`config.mk`:
```
export PLATFORM = sky130hd
export DESIGN_NAME = if_id_stage_reg
export DESIGN_NICKNAME = d
export VERILOG_FILES = /design/src/rtl/pipe_pkg.sv /design/src/rtl/pipe_slot.sv /design/src/rtl/if_id_stage_reg.sv
export SDC_FILE = /design/constraint.sdc
export NUM_CORES = 1
export LEC_CHECK = 0
export CELL_PAD_IN_SITES_DETAIL_PLACEMENT = 0
export CELL_PAD_IN_SITES_GLOBAL_PLACEMENT = 1
export CORE_ASPECT_RATIO = 0.75
export CORE_MARGIN = 1.5
export CORE_UTILIZATION = 30
export CTS_CLUSTER_SIZE = 10
export DETAILED_ROUTE_END_ITERATION = 8
export PLACE_DENSITY_LB_ADDON = 0.08
export SETUP_SLACK_MARGIN = 0.5
export SLEW_MARGIN = 20
export SYNTH_ARGS = -nofsm -noshare
export SYNTH_HDL_FRONTEND = slang
export SYNTH_SLANG_ARGS = --single-unit
```
`constraint.sdc`:
```
create_clock -name clk -period 4.5 [get_ports clk]
set_input_delay 0.675 -clock clk [delete_from_list [all_inputs] [get_ports clk]]
set_output_delay 0.675 -clock clk [all_outputs]
set_load 0.005 [all_outputs]
```
`src/rtl/pipe_pkg.sv`:
```
// Shared types and defaults for the pipeline stage registers (IF/ID, ID/EX, EX/MEM, MEM/WB).
package pipe_pkg;

  typedef enum logic [1:0] {
    EMPTY = 2'd0,
    FULL  = 2'd1,
    SKID  = 2'd2
  } stage_state_e;

  localparam logic [31:0] NOP_INSTR = 32'hD503201F;

  localparam int DEF_ADDR_W  = 64;
  localparam int DEF_INSTR_W = 32;

endpackage

```
`src/rtl/pipe_slot.sv`:
```
// One pipeline holding slot: a valid bit and a payload register.
// Clear wins over load on the valid bit; the payload only changes on load.
module pipe_slot #(
  parameter int W = 8
) (
  input  logic         clk,
  input  logic         rst_n,
  input  logic         ld_i,
  input  logic         clr_i,
  input  logic [W-1:0] data_i,
  output logic         valid_o,
  output logic [W-1:0] data_o
);

  logic         valid_q;
  logic [W-1:0] data_q;

  // Valid bit tracking
  always_ff @(posedge clk or negedge rst_n) begin
    if (!rst_n) begin
      valid_q <= 1'b0;
    end else if (clr_i) begin
      valid_q <= 1'b0;
    end else if (ld_i) begin
      valid_q <= 1'b1;
    end else begin
      valid_q <= valid_q;
    end
  end

  // Payload register, loads only when the slot is filled
  always_ff @(posedge clk or negedge rst_n) begin
    if (!rst_n) begin
      data_q <= {W{1'b0}};
    end else if (ld_i) begin
      data_q <= data_i;
    end else begin
      data_q <= data_q;
    end
  end

  assign valid_o = valid_q;
  assign data_o  = data_q;

endmodule

```
`src/rtl/if_id_stage_reg.sv`:
```
// IF->ID stage register with valid/ready handshake and a 2-entry skid buffer.
// Optional macro IF_ID_BUBBLE_NOP_EN forces a NOP bubble onto out_* while out_valid is low.
module if_id_stage_reg
  import pipe_pkg::*;
#(
  parameter int ADDR_W  = DEF_ADDR_W,
  parameter int INSTR_W = DEF_INSTR_W
) (
  input  logic               clk,
  input  logic               reset,
  input  logic               in_valid,
  output logic               in_ready,
  input  logic [ADDR_W-1:0]  in_pc,
  input  logic [INSTR_W-1:0] in_instr,
  input  logic               flush,
  output logic               out_valid,
  input  logic               out_ready,
  output logic [ADDR_W-1:0]  out_pc,
  output logic [INSTR_W-1:0] out_instr
);

  localparam int PW = ADDR_W + INSTR_W;

  stage_state_e  state_q, state_d;
  logic          main_ld_s, main_clr_s, main_sel_skid_s;
  logic          skid_ld_s, skid_clr_s;
  logic          main_valid_s, skid_valid_s;
  logic [PW-1:0] main_din_s, main_data_s, skid_data_s, in_data_s;
  logic          in_xfer_s, out_xfer_s;

  assign in_data_s  = {in_pc, in_instr};
  // in_ready is the inverted skid valid register, so it never depends on out_ready
  assign in_ready   = ~skid_valid_s;
  assign out_valid  = main_valid_s;
  assign in_xfer_s  = in_valid & in_ready;
  assign out_xfer_s = out_valid & out_ready;

  // State register
  always_ff @(posedge clk or negedge reset) begin
    if (!reset) begin
      state_q <= EMPTY;
    end else begin
      state_q <= state_d;
    end
  end

  // Next-state and slot control; flush overrides every transfer
  always_comb begin
    state_d         = state_q;
    main_ld_s       = 1'b0;
    main_clr_s      = 1'b0;
    main_sel_skid_s = 1'b0;
    skid_ld_s       = 1'b0;
    skid_clr_s      = 1'b0;
    if (flush) begin
      state_d    = EMPTY;
      main_clr_s = 1'b1;
      skid_clr_s = 1'b1;
    end else begin
      case (state_q)
        EMPTY: begin
          if (in_xfer_s) begin
            main_ld_s = 1'b1;
            state_d   = FULL;
          end else begin
            state_d = EMPTY;
          end
        end
        FULL: begin
          if (in_xfer_s && out_xfer_s) begin
            main_ld_s = 1'b1;
            state_d   = FULL;
          end else if (in_xfer_s) begin
            skid_ld_s = 1'b1;
            state_d   = SKID;
          end else if (out_xfer_s) begin
            main_clr_s = 1'b1;
            state_d    = EMPTY;
          end else begin
            state_d = FULL;
          end
        end
        SKID: begin
          if (out_xfer_s) begin
            main_ld_s       = 1'b1;
            main_sel_skid_s = 1'b1;
            skid_clr_s      = 1'b1;
            state_d         = FULL;
          end else begin
            state_d = SKID;
          end
        end
        default: begin
          state_d    = EMPTY;
          main_clr_s = 1'b1;
          skid_clr_s = 1'b1;
        end
      endcase
    end
  end

  // Main slot refills from the skid slot when draining, otherwise from fetch
  always_comb begin
    if (main_sel_skid_s) begin
      main_din_s = skid_data_s;
    end else begin
      main_din_s = in_data_s;
    end
  end

  pipe_slot #(.W(PW)) u_main (
    .clk     (clk),
    .rst_n   (reset),
    .ld_i    (main_ld_s),
    .clr_i   (main_clr_s),
    .data_i  (main_din_s),
    .valid_o (main_valid_s),
    .data_o  (main_data_s)
  );

  pipe_slot #(.W(PW)) u_skid (
    .clk     (clk),
    .rst_n   (reset),
    .ld_i    (skid_ld_s),
    .clr_i   (skid_clr_s),
    .data_i  (in_data_s),
    .valid_o (skid_valid_s),
    .data_o  (skid_data_s)
  );

`ifdef IF_ID_BUBBLE_NOP_EN
  // Clean bubble towards decode while the main slot is empty
  always_comb begin
    if (main_valid_s) begin
      out_pc    = main_data_s[PW-1:INSTR_W];
      out_instr = main_data_s[INSTR_W-1:0];
    end else begin
      out_pc    = {ADDR_W{1'b0}};
      out_instr = INSTR_W'(NOP_INSTR);
    end
  end
`else
  assign out_pc    = main_data_s[PW-1:INSTR_W];
  assign out_instr = main_data_s[INSTR_W-1:0];
`endif

endmodule

```
After elaboration in Yosys (flattened, before gate mapping)
Index checks and enable logic that the tools add are counted.

word-level totals
  output and inout port bits = 98
  word-level logic and storage cells = 44
  flip-flop bits (word level) = 196

cells by class
  mux-type cells = 28
  equality and inequality tests = 2
  reduce and logical (&&, ||, !) cells = 6
  bitwise gates (word level) = 3

operator list
  kind                                                  count
  two-way mux 96 bit                                    1
  two-way mux 1 bit                                     19
  two-way mux 2 bit                                     4
  case mux 2 bit (3 select lines)                       1
  case mux 1 bit (2 select lines)                       2
  nonzero test 2 bit                                    2
  OR reduction 2 bit                                    2
  case mux 1 bit (3 select lines)                       1
  AND 1 bit                                             2
  equality test 2 x 1 -> 1 bit (second input constant)  1
  equality test 2 bit (second input constant)           1
  logical NOT 2 bit                                     1
  logical AND 1 bit                                     1
  inverter 1 bit                                        1

Logic depth before layout (Yosys ltp)
  depth after elaboration = 8
  gate-level depth with buffers = 6
  depth with buffers taken out = 3

Cells and area by module
From an unflattened synthesis, not the netlist that was laid out.

second synthesis, totals
  cell total of the unflattened synthesis = 541
  area, all modules = 9019.9 um2

modules (own cells, without submodules)
  module           instances  area each (um2)  sequential area each (um2)  cells each
  pipe_slot        2          3713.6           2427.3                      205
  if_id_stage_reg  1          1592.8           50.0                        131

Least setup slack after synthesis
No wires, ideal clock.

  path kind = input to register
  start point = input in_valid
  end point = register u_skid.data_q[23], in the netlist u_skid.data_o[23]
  arrival = 1.854 ns
  path buffers = 3
  path slack = 2.521 ns
  stages = 6
  cells stage by stage = nor3b_1 > buf_2 > nand3b_1 > buf_2 > buf_2 > mux2_2

between the ends
  longest elaborated chain between the ends = 5
  elaborated cells between the ends (all ways) = 6
  classes of those cells = mux (4); bitwise (1); reduce/logical (1)

ends and longest elaborated chain
  what                                                    line                                          RTL
  start: declaration                                      if_id_stage_reg.sv:11                         input logic in_valid,
  AND 1 bit (*)                                           if_id_stage_reg.sv:35                         assign in_xfer_s = in_valid & in_ready;
  two-way mux 1 bit or logical AND 1 bit (tied branches)  if_id_stage_reg.sv:73, if_id_stage_reg.sv:70
  two-way mux 1 bit (*)                                   if_id_stage_reg.sv:70                         if (in_xfer_s && out_xfer_s) begin
  two-way mux 1 bit (*)                                   if_id_stage_reg.sv:60                         case (state_q)
  two-way mux 1 bit (*)                                   if_id_stage_reg.sv:55                         if (flush) begin
  end signal: assignment                                  pipe_slot.sv:34                               data_q <= {W{1'b0}};
  end signal: assignment                                  pipe_slot.sv:36                               data_q <= data_i;
  end signal: assignment                                  pipe_slot.sv:38                               data_q <= data_q;
  end: declaration                                        pipe_slot.sv:16                               logic [W-1:0] data_q;

Every way passes the cells marked *; elsewhere a longest branch is shown, timed or not.
A chain may end at the register's enable or synchronous reset.

Worst setup path in the final report
  start point = input in_valid
  end point = register u_main.data_q[5], in the netlist u_main.data_o[5]

between the ends
  longest elaborated chain between the ends = 5
  elaborated cells between the ends (all ways) = 6
  classes of those cells = mux (4); bitwise (1); reduce/logical (1)

ends and longest elaborated chain
  what                                 line
  AND 1 bit (*)                        if_id_stage_reg.sv:35
  logical AND 1 bit                    if_id_stage_reg.sv:70
  two-way mux 1 bit                    if_id_stage_reg.sv:70
  case mux 1 bit (3 select lines) (*)  if_id_stage_reg.sv:60
  two-way mux 1 bit (*)                if_id_stage_reg.sv:55
  end signal: assignment               pipe_slot.sv:34
  end signal: assignment               pipe_slot.sv:36
  end signal: assignment               pipe_slot.sv:38
  end: declaration                     pipe_slot.sv:16

Marks and branches as above.

==> results.py <==
metrics = {
    "worst_setup_path": {
        "critPathMaxStageDelay_ns": 0.66,
        "regToRegSetupSlack_ns": 1.98,
        "start_kind": "primary input",
        "path_delay_family": "buffers and inverters",
        "cp_max_fo": 50,
        "r2r_cells": 5,
        "crit_arrival_ns": 3.18,
        "cp_num_buf_inv": 3,
        "cp-end-kind": "flip-flop",
        "cpMostUsedCell": "buf_4",
        "cpMaxStageDelayCell": "buf_4",
        "cp_cell_sequence": "clkdlybuf4s50_1, nor3b_2, buf_4, buf_4, a21oi_1, a211oi_1",
        "cp.required_ns": 4.83,
        "timing.rr.end": "u_main.data_o[5]",
        "cp.depth": 6,
        "crit_type": "in2reg",
        "r2r_start": "u_skid.valid_o",
    },
    "placement": {
        "pre_cts_ws_ns": 1.24,
        "gp_congestion": 0.702,
        "dp_hpwl_mm": 15.2,
        "dp_cells": 1304,
        "io_buffer_count": 198,
        "dpl_cell_area_um2": 11100,
    },
    "clocking": {
        "cts_sinks": 196,
        "htreeDepth": 4,
        "ctsResizeCount": 0,
        "post_cts_buffers": 0,
        "cts_tree": "yes",
        "numCtsBuffers": 17,
        "clock_latency_ns": 0.43,
        "hold_buffers": 0,
        "clockBufferDepth": 2,
        "cts-root-buf": "clkbuf_16",
        "clk_pin_slew_ns": 0.07,
    },
    "die": {
        "dieArea_um2": 30500,
        "die_h_um": 152,
        "num_io_pins": 199,
        "std_cell_rows": 54,
        "start_util": 0.304,
        "fp.dieW_um": 201,
        "core-area_um2": 29100,
    },
    "cells_and_area": {
        "drive_gt1_frac": 0.185,
        "final_cell_count_no_fill": 1337,
        "finish.instance_area_um2": 11700,
        "final_core_util": 0.402,
        "area_growth_pct": 32.0,
        "fin_nets": 1032,
        "mostFrequentLayoutCells": "clkdlybuf4s50_1 (196), dfrtp_1 (196), nor3_1 (193)",
    },
    "route": {
        "wire_per_inst_um": 20.8,
        "ant_nets": 0,
        "via_count": 6917,
        "drt_iter0_drc": 326,
        "via_per_inst": 5.17,
        "drt_pass1_iterations": 5,
        "drc": 0,
        "totalWireLength_mm": 27.8,
    },
    "logic_synthesis": {
        "syn-num-nets": 887,
        "synth.distinct_cells": 27,
        "syn_area_per_cell_um2": 11.2,
        "seq_area_frac_synth": 0.555,
        "syn-cell-area_um2": 8840,
        "yosysWarnings": 0,
        "ys_ff_latch": 196,
        "syn_inst": 786,
    },
    "global_routing": {
        "grt_pass1_wl_mm": 43.7,
        "grt_max_degree": 90,
        "track_usage": 0.185,
        "overflow": 0,
        "antenna_found_initial": 1,
        "grt_pass1_vias": 7066,
    },
    "sta": {
        "worst_pin_slew_ns": 0.825,
        "slew_viol_final": 0,
        "fin_skew_ns": 0.0170,
        "rsz0062_at_grt": "false",
        "finalSetupViolCount": 0,
        "timing.final.ws_setup_ns": 1.65,
        "setup_tns_ns": 0,
        "fmax_ghz": 0.351,
        "hold_violations": 0,
        "fin_crit_sh": 0.634,
        "layout_min_cycle_time_ns": 2.85,
        "slew_headroom": 0.450,
    },
    "power": {
        "ir_worst_vdd_uv": 267,
        "power_density_nw_per_um2": 540,
        "leakage_nw": 4.46,
    },
    "min_path": {
        "hold_path_class": "in2async",
    },
    "outcome": {
        "status": "complete, no violations",
    },
    "flow_run": {
        "max_cap_violations": 0,
    },
}
==> flip-flops by register name, summed over array words and instances (netlist names) <==
register	flops
state_q	2
u_main.valid_o	1
u_skid.data_o	96
u_skid.valid_o	1
u_main.data_o	96
==> cells in the mapped netlist <==
cell,n,area [um2]
dfrtp_1,196,4900
nand4b_1,1,8.76
buf_6,4,45.0
buf_2,24,120
and3b_1,1,8.76
o211ai_1,1,7.51
o21ai_0,1,5.00
nand3b_1,1,7.51
nor3b_1,1,7.51
a21boi_1,1,7.51
o31ai_1,1,7.51
mux2_2,96,1080
nor3_1,193,966
nor2b_1,1,6.26
o21bai_1,1,7.51
buf_1,4,15.0
clkbuf_1,53,199
clkbuf_2,1,5.00
nand3_1,1,5.00
or4b_1,2,20.0
mux2i_1,2,20.0
a21oi_1,99,495
a211oi_2,29,363
and2_1,1,6.26
a211oi_1,67,503
a21o_1,1,7.51
inv_1,3,11.3
==> kinds of logic (layout without fill, tap and decap cells) <==
logic type | after synthesis | after routing | share of synthesized area
and+or+nand+nor | 202 | 202 | 0.117
AOI/OAI and AO/OA | 201 | 201 | 0.159
DFF | 196 | 196 | 0.555
other | 0 | 1 | 0
muxes | 98 | 98 | 0.125
buffers and inverters | 89 | 247 | 0.0447
==> area by class of cell <==
class | instances | area (um2)
repair buffers | 212 | 2140
fillers | 2844 | 17400
well taps | 392 | 490
clock buffers | 23 | 478
clock inverters | 9 | 73.8
inverters | 3 | 11.3
flip-flops and latches | 196 | 4900
diodes | 1 | 2.50
multi-input cells | 501 | 3570
==> report_power, final <==
part / switching [mW] / internal (mW)
clock network: 0.708 / 0.761
registers: 0.382 / 2.49
logic: 0.780 / 1.18
total: 1.87 / 4.44
==> stage by stage <==
step,power [mW],hold WS (ns)
after floorplan,3.84,0.379
after global placement,4.86,0.488
after detailed placement,4.88,0.493
after CTS,6.39,0.336
after global routing,6.70,0.342
final,6.31,0.286
==> metal layers <==
metal | global-route usage | wire, um
met5 | 0 | 13
met4 | 0.0366 | 139
met3 | 0.0475 | 1490
met2 | 0.284 | 12600
met1 | 0.263 | 13600
==> worst reg2reg max path, cell delays in order (launching register included) <==
cell      delay, ns
dfrtp_1        0.44
nor3b_2        0.23
buf_4          0.58
buf_4          0.68
a21oi_1        0.23
a211oi_1       0.26
==> how the worst max path moves through the flow <==
stage,startpoint,slack [ns],endpoint
after global routing,in_valid,1.49,u_main.data_o[4]
after CTS,in_valid,1.69,u_main.data_o[89]
after global placement,in_valid,1.26,u_main.data_o[73]
after floorplan,in_valid,2.52,u_skid.data_o[23]
after detailed placement,in_valid,1.24,u_main.data_o[89]
final,in_valid,1.65,u_main.data_o[5]
(Power assumes the default switching activity.)
